$ cat src/rtl/img_loader.sv
// Unpacks UART bytes LSB-first into the 1-bit-wide CNN input RAM, one bit per cycle,
// with a one-byte hold buffer; pulses img_rdy per full frame and holds off until core_done.
module img_loader #(
  parameter int NUM_BITS = 784,
  parameter int ADDR_W   = 10,
  parameter int TIMEOUT  = 4096
) (
  input  logic              clk,
  input  logic              RST_n,
  input  logic [7:0]        rx_data,
  input  logic              rx_rdy,
  input  logic              core_done,
  output logic              ram_we,
  output logic [ADDR_W-1:0] ram_addr,
  output logic              ram_wdata,
  output logic              img_rdy,
  output logic              busy,
  output logic              ovf,
  output logic              timeout
);

  localparam int BC_W  = ADDR_W + 1;
  localparam int CNT_W = $clog2(TIMEOUT + 1);
  localparam logic [BC_W-1:0]  LAST_BIT = BC_W'(NUM_BITS - 1);
  localparam logic [CNT_W-1:0] GAP_MAX  = CNT_W'(TIMEOUT - 1);

  typedef enum logic [2:0] {
    S_IDLE,
    S_SHIFT,
    S_GAP,
    S_DONE,
    S_WAIT
  } state_e;

  state_e            state_q, state_d;
  logic [7:0]        sr_q, sr_d;
  logic [2:0]        k_q, k_d;
  logic [BC_W-1:0]   bit_cnt_q, bit_cnt_d;
  logic [7:0]        hold_q, hold_d;
  logic              hold_v_q, hold_v_d;
  logic [CNT_W-1:0]  idle_q, idle_d;
  logic              ram_we_q, ram_we_d;
  logic [ADDR_W-1:0] ram_addr_q, ram_addr_d;
  logic              ram_wdata_q, ram_wdata_d;
  logic              img_rdy_q, img_rdy_d;
  logic              busy_q, busy_d;
  logic              ovf_q, ovf_d;
  logic              timeout_q, timeout_d;

  always_comb begin
    state_d     = state_q;
    sr_d        = sr_q;
    k_d         = k_q;
    bit_cnt_d   = bit_cnt_q;
    hold_d      = hold_q;
    hold_v_d    = hold_v_q;
    idle_d      = idle_q;
    ram_we_d    = 1'b0;
    ram_addr_d  = ram_addr_q;
    ram_wdata_d = ram_wdata_q;
    img_rdy_d   = 1'b0;
    busy_d      = busy_q;
    ovf_d       = ovf_q;
    timeout_d   = 1'b0;

    case (state_q)
      S_IDLE: begin
        if (rx_rdy) begin
          sr_d    = rx_data;
          k_d     = 3'd0;
          busy_d  = 1'b1;
          ovf_d   = 1'b0;
          state_d = S_SHIFT;
        end
      end

      S_SHIFT: begin
        ram_we_d    = 1'b1;
        ram_addr_d  = bit_cnt_q[ADDR_W-1:0];
        ram_wdata_d = sr_q[k_q];
        bit_cnt_d   = bit_cnt_q + BC_W'(1);
        k_d         = k_q + 3'd1;
        if (k_q == 3'd7) begin
          if (bit_cnt_q == LAST_BIT) begin
            // Frame complete: any held or arriving byte is surplus.
            img_rdy_d = 1'b1;
            state_d   = S_DONE;
            hold_v_d  = 1'b0;
            if (hold_v_q || rx_rdy) ovf_d = 1'b1;
          end else if (hold_v_q) begin
            sr_d     = hold_q;
            hold_v_d = 1'b0;
            if (rx_rdy) ovf_d = 1'b1;
          end else if (rx_rdy) begin
            // Byte arriving with bit 7 bypasses the hold register straight into sr.
            sr_d = rx_data;
          end else begin
            idle_d  = '0;
            state_d = S_GAP;
          end
        end else if (rx_rdy) begin
          if (hold_v_q) begin
            ovf_d = 1'b1;
          end else begin
            hold_d   = rx_data;
            hold_v_d = 1'b1;
          end
        end
      end

      S_GAP: begin
        if (rx_rdy) begin
          sr_d    = rx_data;
          k_d     = 3'd0;
          idle_d  = '0;
          state_d = S_SHIFT;
        end else if (idle_q == GAP_MAX) begin
          timeout_d = 1'b1;
          bit_cnt_d = '0;
          busy_d    = 1'b0;
          state_d   = S_IDLE;
        end else begin
          idle_d = idle_q + CNT_W'(1);
        end
      end

      S_DONE: begin
        if (rx_rdy) ovf_d = 1'b1;
        state_d = S_WAIT;
      end

      S_WAIT: begin
        if (rx_rdy) ovf_d = 1'b1;
        if (core_done) begin
          busy_d    = 1'b0;
          bit_cnt_d = '0;
          state_d   = S_IDLE;
        end
      end

      default: state_d = S_IDLE;
    endcase
  end

  always_ff @(posedge clk or negedge RST_n) begin
    if (!RST_n) begin
      state_q     <= S_IDLE;
      sr_q        <= '0;
      k_q         <= '0;
      bit_cnt_q   <= '0;
      hold_q      <= '0;
      hold_v_q    <= 1'b0;
      idle_q      <= '0;
      ram_we_q    <= 1'b0;
      ram_addr_q  <= '0;
      ram_wdata_q <= 1'b0;
      img_rdy_q   <= 1'b0;
      busy_q      <= 1'b0;
      ovf_q       <= 1'b0;
      timeout_q   <= 1'b0;
    end else begin
      state_q     <= state_d;
      sr_q        <= sr_d;
      k_q         <= k_d;
      bit_cnt_q   <= bit_cnt_d;
      hold_q      <= hold_d;
      hold_v_q    <= hold_v_d;
      idle_q      <= idle_d;
      ram_we_q    <= ram_we_d;
      ram_addr_q  <= ram_addr_d;
      ram_wdata_q <= ram_wdata_d;
      img_rdy_q   <= img_rdy_d;
      busy_q      <= busy_d;
      ovf_q       <= ovf_d;
      timeout_q   <= timeout_d;
    end
  end

  assign ram_we    = ram_we_q;
  assign ram_addr  = ram_addr_q;
  assign ram_wdata = ram_wdata_q;
  assign img_rdy   = img_rdy_q;
  assign busy      = busy_q;
  assign ovf       = ovf_q;
  assign timeout   = timeout_q;

endmodule

$ cat config.mk
export PLATFORM = sky130hd
export DESIGN_NAME = img_loader
export DESIGN_NICKNAME = d
export VERILOG_FILES = /design/src/rtl/img_loader.sv
export SDC_FILE = /design/constraint.sdc
export NUM_CORES = 1
export LEC_CHECK = 0
export CAP_MARGIN = 20
export CORE_ASPECT_RATIO = 0.9
export CORE_MARGIN = 2
export CORE_UTILIZATION = 59
export CTS_CLUSTER_SIZE = 16
export DETAILED_ROUTE_END_ITERATION = 12
export DONT_BUFFER_PORTS = 1
export PLACE_DENSITY = 0.85
export SYNTH_ARGS = -nofsm -noshare
export SYNTH_HDL_FRONTEND = slang
export SYNTH_SLANG_ARGS = --single-unit
$ cat constraint.sdc
create_clock -name clk -period 2.4 [get_ports clk]
set_input_delay 0 -clock clk [delete_from_list [all_inputs] [get_ports clk]]
set_output_delay 0 -clock clk [all_outputs]
set_load 0.01 [all_outputs]
# Word level (Yosys, flattened, before mapping)
# Cells that the tools add are included.
# op_classes
addsub,3
n_mul,0
n_div,0
order_cmp,1
n_eq_ne,24
shift,0
mux,51
bitwise_logic,2
n_reduce_logical,19
# ops
operator,n
two-way mux 13 bit,6
two-way mux 11 bit,3
case mux 11 bit (3 select lines),1
two-way mux 8 bit,4
two-way mux 3 bit,9
case mux 13 bit (2 select lines),1
two-way mux 1 bit,21
inequality test 3 bit (second input constant),7
AND reduction 6 bit,3
inequality test 2 bit (second input constant),8
case mux 8 bit (2 select lines),1
case mux 3 bit (5 select lines),1
adder 13 x 1 -> 13 bit (second input constant),1
== test 13 x 12 -> 1 bit (second input constant),1
adder 11 x 1 -> 11 bit (second input constant),1
== test 11 x 10 -> 1 bit (second input constant),1
nonzero test 3 bit,3
AND reduction 4 bit,2
== test 3 x 2 -> 1 bit (second input constant),2
== test 3 bit (second input constant),2
case mux 1 bit (3 select lines),2
case mux 3 bit (2 select lines),1
nonzero test 2 bit,3
AND reduction 5 bit,1
12 further kinds,15
# totals
regBits,63
latch_bits,0
ram_bits,0
rom_bits,0
inputBits,12
output_inout_bits,16
word_cells,114
memories,0

# Logic depth before layout (Yosys ltp)
# depth
ltp_word,5
mapped_depth,7
ltp_nobuf,6

# Least setup slack after synthesis
# No wires, ideal clock.
# synth_path
path_type,reg2reg
from,register bit_cnt_q[0]
to,register ovf_q (netlist: ovf)
setup_ns,0.077
t_arrival_ns,1.913
required_ns,2.323
setup_slack_ns,0.410
stages_incl_launch_ff,6
n_path_buf,0
period_less_slack_ns,1.990
path_cell_list,dfrtp_1 -> ha_1 -> nand4_1 -> or4b_1 -> or4_1 -> a21oi_1
# synth_via
elab_chain_cells,4
elab_cells_between_ends,7
classes_between,3 x eq/ne; 3 x mux; 1 x reduce/logical
# synth_lines
element,line_no,rtl
from (decl),38,"logic [BC_W-1:0] bit_cnt_q, bit_cnt_d;"
from (signal assigned),165,bit_cnt_q <= bit_cnt_d;
== test 11 x 10 -> 1 bit (*),84,if (bit_cnt_q == LAST_BIT) begin
two-way mux 1 bit,84,
two-way mux 1 bit,83,if (k_q == 3'd7) begin
case mux 1 bit (3 select lines),66,case (state_q)
to (signal assigned),174,ovf_q <= ovf_d;
to (decl),47,"logic ovf_q, ovf_d;"
# Every way passes the cells marked *; elsewhere a longest branch is shown, timed or not.
# A chain may end at the register's enable or synchronous reset.

# Worst setup path after layout
# Same ends and word-level chain as after synthesis.

==> reports/results.ini <==
[pwr]
seq_power_share=0.434
leakage_nw=1.62
swShare=0.357
peakVddDrop_mv=0.688
p_switching_mw=1.51
power_frac_clock=0.257
p_per_area_mw_per_mm2=1130
internal_power_mw=2.71
p_comb_frac=0.309

[synthesis]
synthMuxAreaShare=0.0478
synthTopCellsByArea=dfrtp_1 (48%), nand2_1 (5.2%), mux2_2 (3.1%)
synth_top_family_by_area=compound AO/OA/AOI/OAI gates
post_synth.cell_area_avg_um2=9.85
ys_ff_latch=63
async_flop_share=1.00
synth_edf_count=0
yosysTopAreaCellShare=0.482
yosysSeqAreaShare=0.482
syn_area_mm2=0.00327
synth_warnings=0
synth_xor_area_frac=0.00536
synth_top_cell_by_area=dfrtp_1
synthSimpleGateAreaFrac=0.190
synth_compound_area_frac=0.220
synth_nets=348
netlist_instances=332
synthAdderAreaFrac=0.0153
synth_cell_type_count=62
synth-main-ff-cell=dfrtp_1

[worst_setup_path]
startpoint=bit_cnt_q[0]
arrival_ns=2.45
path_buf_inv=0
cp.required_ns=2.67
worstReg2RegStart=bit_cnt_q[0]
cp-end-kind=flop
crit_family=simple AND/OR/NAND/NOR gates
crit_slowest_cell=or4b_1
start_kind=flop
path_max_fanout=6
crit_chain=ha_1, nand4_1, or4b_1, or4_1, a21oi_1
worstSetupPathType=flop to flop
cpPeakStageDelay_ns=0.57

[sta]
relSlewSlack=0.587
setup_viol=0
drv_slew=0
min_period_ns=2.18
rsz0062_at_grt=false
finalClockSkew_ns=0.0105
worst_pin_slew_ns=0.616
setup_tns_ns=0
max_freq_ghz=0.459
hold_viol=0
period_share=0.907

[global_route]
antenna_found_initial=0
overflow=0
grt_usage=0.251
grt_max_degree=64
grt_pass1_wl_mm=11.4
grt_pass1_vias=2409

[final_layout]
antennaDiodeCount=0
nets=362
area_growth_pct=13.8
final_cells=418
layout_common_cells=dfrtp_1 (63), nand2_1 (45), o21ai_0 (17), nor2_1 (16), a21oi_1 (13)
drive_gt1_frac=0.131
layout_commonest_cell=dfrtp_1
fillCellCount=371

[cts]
post_cts_buffers=0
cts.sinks=63
cts_tree=done
insertion_delay_ns=0.34
numCtsBuffers=9
root_buffer=clkbuf_8
clockBufferDepth=2
clkTransAtPathRegs_ns=0.07
htree_levels=3

[status]
outcome=complete, no violations

[placement]
routabilityCongestion=0.928
dpl.cell_count=390
portBuffers=0
hpwl_mm=4.48

[floorplanning]
start_util=0.619
ioPinCount=28
core_mm2=0.00529
rows=25
fp.dieW_um=82.5
die_h_um=74.6
die_area_mm2=0.00616

[drt]
met2_length_mm=3.34
top_layer=met4
m1WireLength_mm=3.06
drt_pass1_iterations=4
final_antenna_net_count=0
wl_per_cell_um=16.8
remaining_drc_errors=0
drtIter0Drc=257
vias=2695
met3_length_um=480
vias_per_cell=6.45
wl_mm=7.01

[min_path]
hold_start=core_done
hold_class=primary input to flop

[job]
maxCapViolCount=0

power groups by stage:
stage          clock, mW  sequential (mW)  combinational [mW]
2_1_floorplan          0             1.72                1.06
3_3_place_gp           0             1.82                1.21
3_5_place_dp           0             1.84                1.25
4_1_cts             1.11             1.82                1.30
5_1_grt             1.15             1.90                1.44
6_report            1.08             1.83                1.30
Yosys cell counts, drive strengths merged (3+ instances only):
cell	n
buf	10
o21a	6
a211o	4
o211ai	5
clkbuf	10
o22ai	3
nand3	10
nor4	6
inv	10
o211a	3
nor2	16
a22oi	11
o2bb2ai	9
nand4	8
dfrtp	63
ha	4
and2	3
mux2	9
nor3	10
a31oi	6
o21ai	18
or4	3
nor4b	3
nand2	45
o22a	5
and3	5
a2bb2oi	3
a21oi	13
state kept, by name (all words and copies together) (netlist names), 3 cells and up:
name       count
ram_addr      10
hold_q         8
state_q        3
bit_cnt_q     11
idle_q        13
sr_q           8
k_q            3
worst reg2reg max path: stages, from the launching register on:
cell     delay (ns)
dfrtp_1        0.42
ha_1           0.26
nand4_1        0.20
or4b_1         0.57
or4_1          0.52
a21oi_1        0.14
layer usage:
layer  GRT usage  vias up
met2       0.370      112
met1       0.353     1287
met5           0        -
met4       0.100        0
li1            -     1281
met3      0.0719       15
through the flow:
| step | util | area (um^2) | total power [mW] | worst slack (ns) | hold slack, ns |
|---|---|---|---|---|---|
| finish | 0.704 | 3720 | 4.21 | 0.223 | 0.0198 |
| global route | 0.704 | 3720 | 4.49 | 0.0575 | 0.0502 |
| CTS | 0.704 | 3720 | 4.23 | 0.227 | 0.00739 |
| detailed placement | 0.633 | 3340 | 3.08 | 0.274 | -0.294 |
| global placement | 0.633 | 3340 | 3.03 | 0.321 | -0.294 |
| floorplan | - | 3270 | 2.78 | 0.410 | -0.296 |
kinds of logic (layout without fill, tap and decap cells):
| group | Yosys count | in the layout |
|---|---|---|
| DFF | 63 | 63 |
| adders and majority gates | 4 | 4 |
| and+or+nand+nor | 120 | 120 |
| buffers and inverters | 30 | 49 |
| AOI/OAI and AO/OA | 101 | 101 |
| xor gates and xnor gates | 2 | 2 |
| muxes | 12 | 12 |
final timing paths:
check                             endpoint  slack [ns]  cells past startpoint
worst max register to register         ovf        0.22                      5
max in group asynchronous         hold_v_q        1.95                      2
min in group asynchronous       idle_q[11]        0.18                      2
worst min register to register     sr_q[3]        0.49                      1
worst min-delay path                  busy        0.02                      4
worst max-delay path                   ovf        0.22                      5
cell type report:
cell class              instances  area, um^2  share of cell area
flip-flops and latches         63        1580               0.423
multi-input cells             239        1560               0.420
repair buffers                 23         220              0.0591
clock buffers                  12         165              0.0444
well taps                      67        83.8              0.0225
clock inverters                 4        76.3              0.0205
inverters                      10        37.5              0.0101
what timing repair did:
action	CTS	global route
resized for setup	0	0
hold endpoints to repair	87	0
hold buffers	12	0
(Power assumes the default switching activity.)
